--- config.mk ---
export PLATFORM = sky130hd
export DESIGN_NAME = prng_sched_flat
export DESIGN_NICKNAME = d
export VERILOG_FILES = /design/src/rtl/prng_sched_if.sv /design/src/rtl/prng_sched.sv /design/src/flat_wrapper.sv
export SDC_FILE = /design/constraint.sdc
export NUM_CORES = 1
export LEC_CHECK = 0
export ABC_AREA = 1
export BUFFER_PORTS_ARGS = -buffer_cell sky130_fd_sc_hd__clkbuf_2
export CORE_MARGIN = 4
export CORE_UTILIZATION = 50
export DETAILED_ROUTE_END_ITERATION = 7
export HOLD_SLACK_MARGIN = 0.05
export PLACE_DENSITY = 0.79
export SETUP_SLACK_MARGIN = 0.5
export SLEW_MARGIN = 20
export SYNTH_ARGS = -nofsm -noshare
export SYNTH_HDL_FRONTEND = slang
export SYNTH_SLANG_ARGS = --single-unit
--- constraint.sdc ---
create_clock -name clk -period 2.2 [get_ports clk]
set_input_delay 0.11 -clock clk [delete_from_list [all_inputs] [get_ports clk]]
set_output_delay 0.11 -clock clk [all_outputs]
set_load 0.03 [all_outputs]
--- src/rtl/prng_sched_if.sv ---
// prng_sched_if: bundles the requester, configuration and generator-side
// signals of the PRNG scheduler. The slave modport is the scheduler's view;
// the master modport is the view of the environment (requesters, config
// bus and the external generator together).
interface prng_sched_if #(
    parameter int NREQ  = 4,
    parameter int WIDTH = 16
);
    logic [NREQ-1:0]  req;
    logic [NREQ-1:0]  gnt;
    logic [WIDTH-1:0] rn_out;
    logic             rn_valid;
    logic             cfg_seed_we;
    logic [WIDTH-1:0] cfg_seed;
    logic             gen_load;
    logic [WIDTH-1:0] gen_seed;
    logic             gen_step;
    logic [WIDTH-1:0] gen_rn;
    logic             busy;

    modport slave (
        input  req, cfg_seed_we, cfg_seed, gen_rn,
        output gnt, rn_out, rn_valid, gen_load, gen_seed, gen_step, busy
    );

    modport master (
        output req, cfg_seed_we, cfg_seed, gen_rn,
        input  gnt, rn_out, rn_valid, gen_load, gen_seed, gen_step, busy
    );
endinterface

--- src/rtl/prng_sched.sv ---
// prng_sched: round-robin scheduler that shares one external random-number
// generator between NREQ requesters. It seeds the generator after reset and
// after every seed write, steps it once per granted request, waits GEN_LAT
// cycles for the word and delivers it with a one-cycle grant pulse.
//
// Optional feature: define PRNG_SCHED_ZERO_GUARD_EN to re-seed and re-step
// once when the generator returns an all-zero word (a second zero is
// delivered as-is). Without the macro, zero words are ordinary words and no
// retry logic exists.
module prng_sched #(
    parameter int               NREQ    = 4,
    parameter int               WIDTH   = 16,
    parameter logic [WIDTH-1:0] SEED    = 16'h00a3,
    parameter int               GEN_LAT = 1
) (
    input  logic       clk,
    input  logic       rst,
    prng_sched_if.slave bus
);

    localparam int IW = (NREQ > 1) ? $clog2(NREQ) : 1;
    localparam int SW = IW + 1;

    typedef enum logic [2:0] {
        S_LOAD,
        S_IDLE,
        S_STEP,
        S_WAIT,
        S_DELIVER
    } state_t;

    state_t           state;
    logic [WIDTH-1:0] seed_q;
    logic [IW-1:0]    ptr_q;      // first index searched on the next arbitration
    logic [IW-1:0]    winner_q;
    logic             pend_q;     // seed written, generator not yet reloaded
    logic [2:0]       wait_cnt_q;
    logic [WIDTH-1:0] rn_out_q;
    logic             rn_valid_q;
    logic [NREQ-1:0]  gnt_q;
    logic             gen_load_q;
    logic             gen_step_q;
    logic             busy_q;
`ifdef PRNG_SCHED_ZERO_GUARD_EN
    logic             retry_q;    // the current request already re-stepped once
`endif

    logic             found;
    logic [IW-1:0]    pick;
    logic [SW-1:0]    sum;
    logic [IW-1:0]    cand;

    // Round-robin search: first requester at or after ptr_q, wrapping at NREQ.
    always_comb begin
        found = 1'b0;
        pick  = '0;
        sum   = '0;
        cand  = '0;
        for (int i = 0; i < NREQ; i++) begin
            sum = {1'b0, ptr_q} + SW'(i);
            if (sum >= SW'(NREQ)) sum = sum - SW'(NREQ);
            cand = sum[IW-1:0];
            if (!found && bus.req[cand]) begin
                found = 1'b1;
                pick  = cand;
            end
        end
    end

    // Scheduler FSM; every output is a register updated here.
    // NOTE: reset is asynchronous, so every register, including the
    // datapath word, gets a defined value in the reset branch.
    always_ff @(posedge clk or posedge rst) begin
        if (rst) begin
            state      <= S_LOAD;
            seed_q     <= SEED;
            ptr_q      <= '0;
            winner_q   <= '0;
            pend_q     <= 1'b0;
            wait_cnt_q <= '0;
            rn_out_q   <= '0;
            rn_valid_q <= 1'b0;
            gnt_q      <= '0;
            gen_load_q <= 1'b0;
            gen_step_q <= 1'b0;
            busy_q     <= 1'b1;
`ifdef PRNG_SCHED_ZERO_GUARD_EN
            retry_q    <= 1'b0;
`endif
        end else begin
            // NOTE: non-blocking defaults make every pulse one cycle long;
            // a later assignment in the same edge overrides the default.
            gen_load_q <= 1'b0;
            gen_step_q <= 1'b0;
            rn_valid_q <= 1'b0;
            gnt_q      <= '0;

            // Seed writes are accepted in every state.
            if (bus.cfg_seed_we) begin
                seed_q <= bus.cfg_seed;
                pend_q <= 1'b1;
            end

            case (state)
                S_LOAD: begin
                    if (!gen_load_q) begin
                        // Entered from reset: issue the load pulse now.
                        gen_load_q <= 1'b1;
                    end else begin
                        state  <= S_IDLE;
                        busy_q <= 1'b0;
`ifdef PRNG_SCHED_ZERO_GUARD_EN
                        if (retry_q) begin
                            state      <= S_STEP;
                            gen_step_q <= 1'b1;
                            busy_q     <= 1'b1;
                        end
`endif
                    end
                end

                S_IDLE: begin
                    if (pend_q) begin
                        // Entering LOAD clears the flag unless a write lands now.
                        state      <= S_LOAD;
                        gen_load_q <= 1'b1;
                        busy_q     <= 1'b1;
                        pend_q     <= bus.cfg_seed_we;
                    end else if (found) begin
                        winner_q   <= pick;
                        state      <= S_STEP;
                        gen_step_q <= 1'b1;
                        busy_q     <= 1'b1;
                    end
                end

                S_STEP: begin
                    state      <= S_WAIT;
                    wait_cnt_q <= 3'(GEN_LAT - 1);
                end

                S_WAIT: begin
                    if (wait_cnt_q != 3'd0) begin
                        wait_cnt_q <= wait_cnt_q - 3'd1;
                    end else begin
                        // Outputs are registered, so the winner's req is
                        // checked on the edge that enters DELIVER.
                        state <= S_DELIVER;
                        if (bus.req[winner_q]) begin
                            rn_out_q   <= bus.gen_rn;
                            rn_valid_q <= 1'b1;
                            gnt_q      <= NREQ'(1) << winner_q;
                        end
`ifdef PRNG_SCHED_ZERO_GUARD_EN
                        if (bus.gen_rn == '0 && !retry_q) begin
                            state      <= S_LOAD;
                            gen_load_q <= 1'b1;
                            pend_q     <= bus.cfg_seed_we;
                            retry_q    <= 1'b1;
                            rn_out_q   <= rn_out_q;
                            rn_valid_q <= 1'b0;
                            gnt_q      <= '0;
                        end
`endif
                    end
                end

                S_DELIVER: begin
                    state  <= S_IDLE;
                    busy_q <= 1'b0;
                    ptr_q  <= (winner_q == IW'(NREQ - 1)) ? '0 : winner_q + IW'(1);
`ifdef PRNG_SCHED_ZERO_GUARD_EN
                    retry_q <= 1'b0;
`endif
                end

                default: begin
                    state  <= S_LOAD;
                    busy_q <= 1'b1;
                end
            endcase
        end
    end

    assign bus.gnt      = gnt_q;
    assign bus.rn_out   = rn_out_q;
    assign bus.rn_valid = rn_valid_q;
    assign bus.gen_load = gen_load_q;
    assign bus.gen_seed = seed_q;
    assign bus.gen_step = gen_step_q;
    assign bus.busy     = busy_q;

endmodule

--- src/flat_wrapper.sv ---
// flat-port wrapper written by rule: the top's interface ports become plain ports
module prng_sched_flat 
#(
    parameter int               NREQ    = 4,
    parameter int               WIDTH   = 16,
    parameter logic [WIDTH-1:0] SEED    = 16'h00a3,
    parameter int               GEN_LAT = 1
)
  (clk, rst, bus_req, bus_cfg_seed_we, bus_cfg_seed, bus_gen_rn, bus_gnt, bus_rn_out, bus_rn_valid, bus_gen_load, bus_gen_seed, bus_gen_step, bus_busy);
  prng_sched_if #(.NREQ(NREQ), .WIDTH(WIDTH)) bus_i ();
  input  logic clk;
  input  logic rst;
  input wire logic [$bits(bus_i.req)-1:0] bus_req;
  input wire logic [$bits(bus_i.cfg_seed_we)-1:0] bus_cfg_seed_we;
  input wire logic [$bits(bus_i.cfg_seed)-1:0] bus_cfg_seed;
  input wire logic [$bits(bus_i.gen_rn)-1:0] bus_gen_rn;
  output wire logic [$bits(bus_i.gnt)-1:0] bus_gnt;
  output wire logic [$bits(bus_i.rn_out)-1:0] bus_rn_out;
  output wire logic [$bits(bus_i.rn_valid)-1:0] bus_rn_valid;
  output wire logic [$bits(bus_i.gen_load)-1:0] bus_gen_load;
  output wire logic [$bits(bus_i.gen_seed)-1:0] bus_gen_seed;
  output wire logic [$bits(bus_i.gen_step)-1:0] bus_gen_step;
  output wire logic [$bits(bus_i.busy)-1:0] bus_busy;
  assign bus_i.req = bus_req;
  assign bus_i.cfg_seed_we = bus_cfg_seed_we;
  assign bus_i.cfg_seed = bus_cfg_seed;
  assign bus_i.gen_rn = bus_gen_rn;
  assign bus_gnt = bus_i.gnt;
  assign bus_rn_out = bus_i.rn_out;
  assign bus_rn_valid = bus_i.rn_valid;
  assign bus_gen_load = bus_i.gen_load;
  assign bus_gen_seed = bus_i.gen_seed;
  assign bus_gen_step = bus_i.gen_step;
  assign bus_busy = bus_i.busy;
  prng_sched #(.NREQ(NREQ), .WIDTH(WIDTH), .SEED(SEED), .GEN_LAT(GEN_LAT)) u_core (.clk(clk), .rst(rst), .bus(bus_i));
endmodule
==> out/metrics.sh <==
CELLPOWERDENSITY_mW_PER_MM2=1170
FINAL_LAYOUT_SIZE_SUFFIX_GT1_SHARE_PCT=30.4
FINAL_MAX_SLEW_VIOL_COUNT=0
CRIT_PATH_START_KIND='flip-flop'
CLKSLEWWORSTSETUPHOLDPATHS_NS=0.09
FINAL.PERIOD_UTILIZATION_PCT=71.2
OVERFLOW=0
WORST-ENDPOINT-ARRIVAL_NS=1.77
CORE.ROWCOUNT=24
FIN_CRIT_NS=1.57
HOLD_START='bus_cfg_seed_we'
CORE-AREA_SQ_MM=0.00447
WL_PER_CELL_UM=13.0
PLACEMENT.CELL_AREA_SQ_MM=0.00279
CLOCKBUFFERDEPTH=2
DIE_W_UM=76.8
SYNTH_TOP_CELL_AREA_SHARE_PCT=48.7
UNREPAIRED_SETUP_ENDPOINTS_AFTER_GLOBAL_ROUTING='no'
SYNTH_COMMON_CELLS='nand2_1, dfrtp_1, inv_1'
DETAIL_ROUTE.VIAS_PER_CELL=4.90
SYNTHMOSTINSTANTIATEDCELL='nand2_1'
DETAILROUTE.WIRELENGTH.MET2_UM=2850
DRT-PASS1-ITER-COUNT=4
SYNTH_SEQ_AREA_SHARE_PCT=54.3
CTS_SETUP_BUFFERS=0
IO_PINS=79
PLACE_WS_NS=0.641
PLACE.GP.CONGESTION=0.902
ANT_NETS=0
MAX_FREQ_GHz=0.638
GRT_ANTENNA_BEFORE_REPAIR=0
DRT-INITIAL-DRC-COUNT=153
ANTENNA_CELLS=0
FLIP_FLOP_AND_LATCH_COUNT_AFTER_SYNTHESIS=51
TRITONCTS='built'
CLKSINKCOUNT=51
FINAL_HOLD_VIOL_COUNT=0
CELL_AREA_SYNTH_SQ_MM=0.00236
N_FILL_CELL=342
GRT_PASS1_WL_UM=10000
SETUP_VIOLATIONS=0
AREA.SEQUENTIAL_SQ_MM=0.00128
START_UTIL_PCT=52.8
ROUTED.TOP_LAYER='met4'
REMAINING_DRC_ERRORS=0
FINALINSTANCEAREA_SQ_MM=0.00322
MET1WIRELENGTH_UM=2400
SYN-MEAN-INSTANCE-AREA_SQ_UM=8.41
WORST_SETUP_PATH_END_KIND='flip-flop'
FINALWORSTSETUPSLACK_NS=0.633
LAYOUT-AREA-OVERHEAD-VS-SYNTH_PCT=36.3
POWER_LEAKAGE_nW=1.84
DIE_AREA_SQ_MM=0.00589
TOTALWIRELENGTH_UM=5830
FIRST_GLOBAL_VIAS=2228
SYNTH_NETS=326
WORST-R2R-CELL-COUNT=9
CRIT_REQUIRED_NS=2.40
YS_DOMINANT_REG_CELL='dfrtp_1'
WORST_SLEW_PIN_SLEW_NS=0.625
MAX-VDD-IR-DROP_mV=0.704
ROUTE.VIAS.TOTAL=2189
FLOORPLAN.DIE.HEIGHT_UM=76.8
NUM-NETS-FINAL=439
WHS_NS=0.189
TIMING.MAX_SLEW.REL_SLACK_PCT=58.4
CTS_INSERTED_BUFFERS=5
HOLD-PATH-ENDPOINT='u_core.bus.gen_seed[5]$_DFFE_PP1P_'
GRT.TOTAL_USAGE_PCT=21.0
OUTCOME='finished clean'
MAX_CAP_VIOL_COUNT=0
SYNTHCELLS=281
AREA_OF_THE_MULTI_INPUT_GATES_SQ_UM=916
CTS.HTREE.LEVELS=2
PLACE.PORT_BUFFERS=78
CLOCK_INSERTION_DELAY_WORST_SKEW_NS=0.30
SYN_WARNINGS=0
POST_SYNTH_MAIN_AREA_CONTRIBUTORS='dfrtp_1, nand2_1, dfstp_2, inv_1, nand2_2'
CRITICALPATHCATEGORY='reg2reg'
FINCLKSKEW_NS=0.00597
NETLIST-CELL-TYPE-COUNT=26
ASYNCSETRESETFLOPFRACSYNTH_PCT=100
YOSYS.AREA.TOP_TYPE='dfrtp_1'
SLACK_OF_THE_WORST_REG_TO_REG_PATH_NS=0.63
GRT_START_MAX_NET_PINS=52
REGTOREGSTARTPOINT='u_core.wait_cnt_q[0]$_DFFE_PP0P_'
DR_WL_MET3_UM=485
FIN_SETUP_TNS_NS=0
DP_HPWL_UM=3730
HOLD_PATH_CLASS='in2reg'
WORSTREG2REGEND='u_core.bus.rn_out[10]$_DFFE_PP0P_'
WORSTHOLDPATHCELLS=3
SYNTH_EDF_COUNT=0
WORST-PATH-MAX-FANOUT=20
CTS_ROOT_BUFFER_TYPE='clkbuf_8'
==> sequential cells by signal, summed over array words and instances (netlist names) <==
signal               cells
u_core.bus.gen_seed     16
u_core.bus.rn_out       16
u_core.bus.gnt           4
u_core.state             3
u_core.wait_cnt_q        3
u_core.ptr_q             2
u_core.winner_q          2
u_core.bus.busy          1
u_core.bus.gen_load      1
u_core.bus.gen_step      1
u_core.bus.rn_valid      1
u_core.pend_q            1
==> kinds of logic (layout without fill, tap and decap cells) <==
group	Yosys count	in the layout	synth area share, %
AOI/OAI and AO/OA	13	13	2.91
adders and majority gates	6	6	3.18
DFF	51	51	54.3
buffers and inverters	37	151	6.99
and+or+nand+nor	174	174	32.7
==> layer usage <==
layer / track usage, % / vias up
li1: - / 1078
met1: 25.8 / 1007
met2: 35.5 / 94
met3: 6.32 / 10
met4: 6.16 / 0
met5: 0 / -
==> critical path, stage by stage, from the launching register on <==
cell and delay, ns:
dfrtp_1 0.40, inv_1 0.06, ha_1 0.16, ha_1 0.16
inv_1 0.08, nor3_4 0.16, nand2_1 0.13, buf_6 0.19
nand2_1 0.08, nand2_1 0.05
==> per-stage QoR <==
| stage | std cells | utilization [%] | total power, mW |
|---|---|---|---|
| 4_1_cts | 447 | 71.8 | 3.77 |
| 5_1_grt | 447 | 72.0 | 4.04 |
| 6_report | 447 | 72.0 | 3.76 |
| 2_1_floorplan | 281 | - | 2.74 |
| 3_3_place_gp | 406 | 62.3 | 3.12 |
| 3_5_place_dp | 406 | 62.3 | 3.17 |
==> cells in the final DEF, fill, tap and decap left out <==
master         synthesis  layout
o22ai_1                2       2
dfrtp_1               46      45
o21ai_0                7       7
inv_8                  1       1
dfrtp_2                0       1
clkbuf_8               0       6
buf_6                  2       1
nor2_4                 1       1
nand2_1              127     127
nand2_4                3       3
nor3_1                 1       1
nand3_1                9       9
a21oi_1                3       3
nand2_2               13      13
nand3_2                2       2
nand4_2                1       1
a31oi_1                1       1
clkbuf_2               0      78
nor2_1                12      12
inv_2                  3       3
inv_4                  0       1
nor2_2                 1       1
nor3_4                 1       1
clkinv_1               1       1
nand4_1                3       3
clkbuf_1               2       1
ha_1                   6       6
inv_1                 25      24
buf_4                  0       1
clkinv_4               0       1
dlygate4sd3_1          0      33
dfstp_2                5       5
==> power breakdown <==
part,leakage [nW],total (mW),switching [mW],internal [mW]
combinational,1.15,1.77,1.21,0.563
clock,0.0484,0.556,0.298,0.258
sequential,0.641,1.43,0.209,1.22
==> worst max path at each step <==
| stage | startpoint | to | slack, ns | cells past startpoint |
|---|---|---|---|---|
| after floorplan | u_core.wait_cnt_q[0]$_DFFE_PP0P_ | u_core.bus.rn_out[10]$_DFFE_PP0P_ | 0.80 | 10 |
| after global placement | u_core.wait_cnt_q[0]$_DFFE_PP0P_ | u_core.bus.rn_out[12]$_DFFE_PP0P_ | 0.69 | 9 |
| after detailed placement | u_core.wait_cnt_q[0]$_DFFE_PP0P_ | u_core.bus.rn_out[10]$_DFFE_PP0P_ | 0.64 | 9 |
| after CTS | u_core.wait_cnt_q[0]$_DFFE_PP0P_ | u_core.bus.rn_out[10]$_DFFE_PP0P_ | 0.59 | 9 |
| after global routing | u_core.wait_cnt_q[0]$_DFFE_PP0P_ | u_core.bus.rn_out[0]$_DFFE_PP0P_ | 0.51 | 9 |
| final | u_core.wait_cnt_q[0]$_DFFE_PP0P_ | u_core.bus.rn_out[10]$_DFFE_PP0P_ | 0.63 | 9 |
==> repair_timing <==
action                     CTS  global route
hold endpoints to repair    78             0
hold buffers                33             0
resized for setup            0             4
setup endpoints to repair    0            16
==> layout make-up <==
class | count | area share (%)
Inverter | 30 | 3.81
Timing Repair Buffer | 113 | 23.0
Tap cell | 52 | 2.02
Multi-Input combinational cell | 193 | 28.4
Sequential cell | 51 | 39.8
Clock buffer | 7 | 2.68
Clock inverter | 1 | 0.272
(Power assumes the default switching activity.)
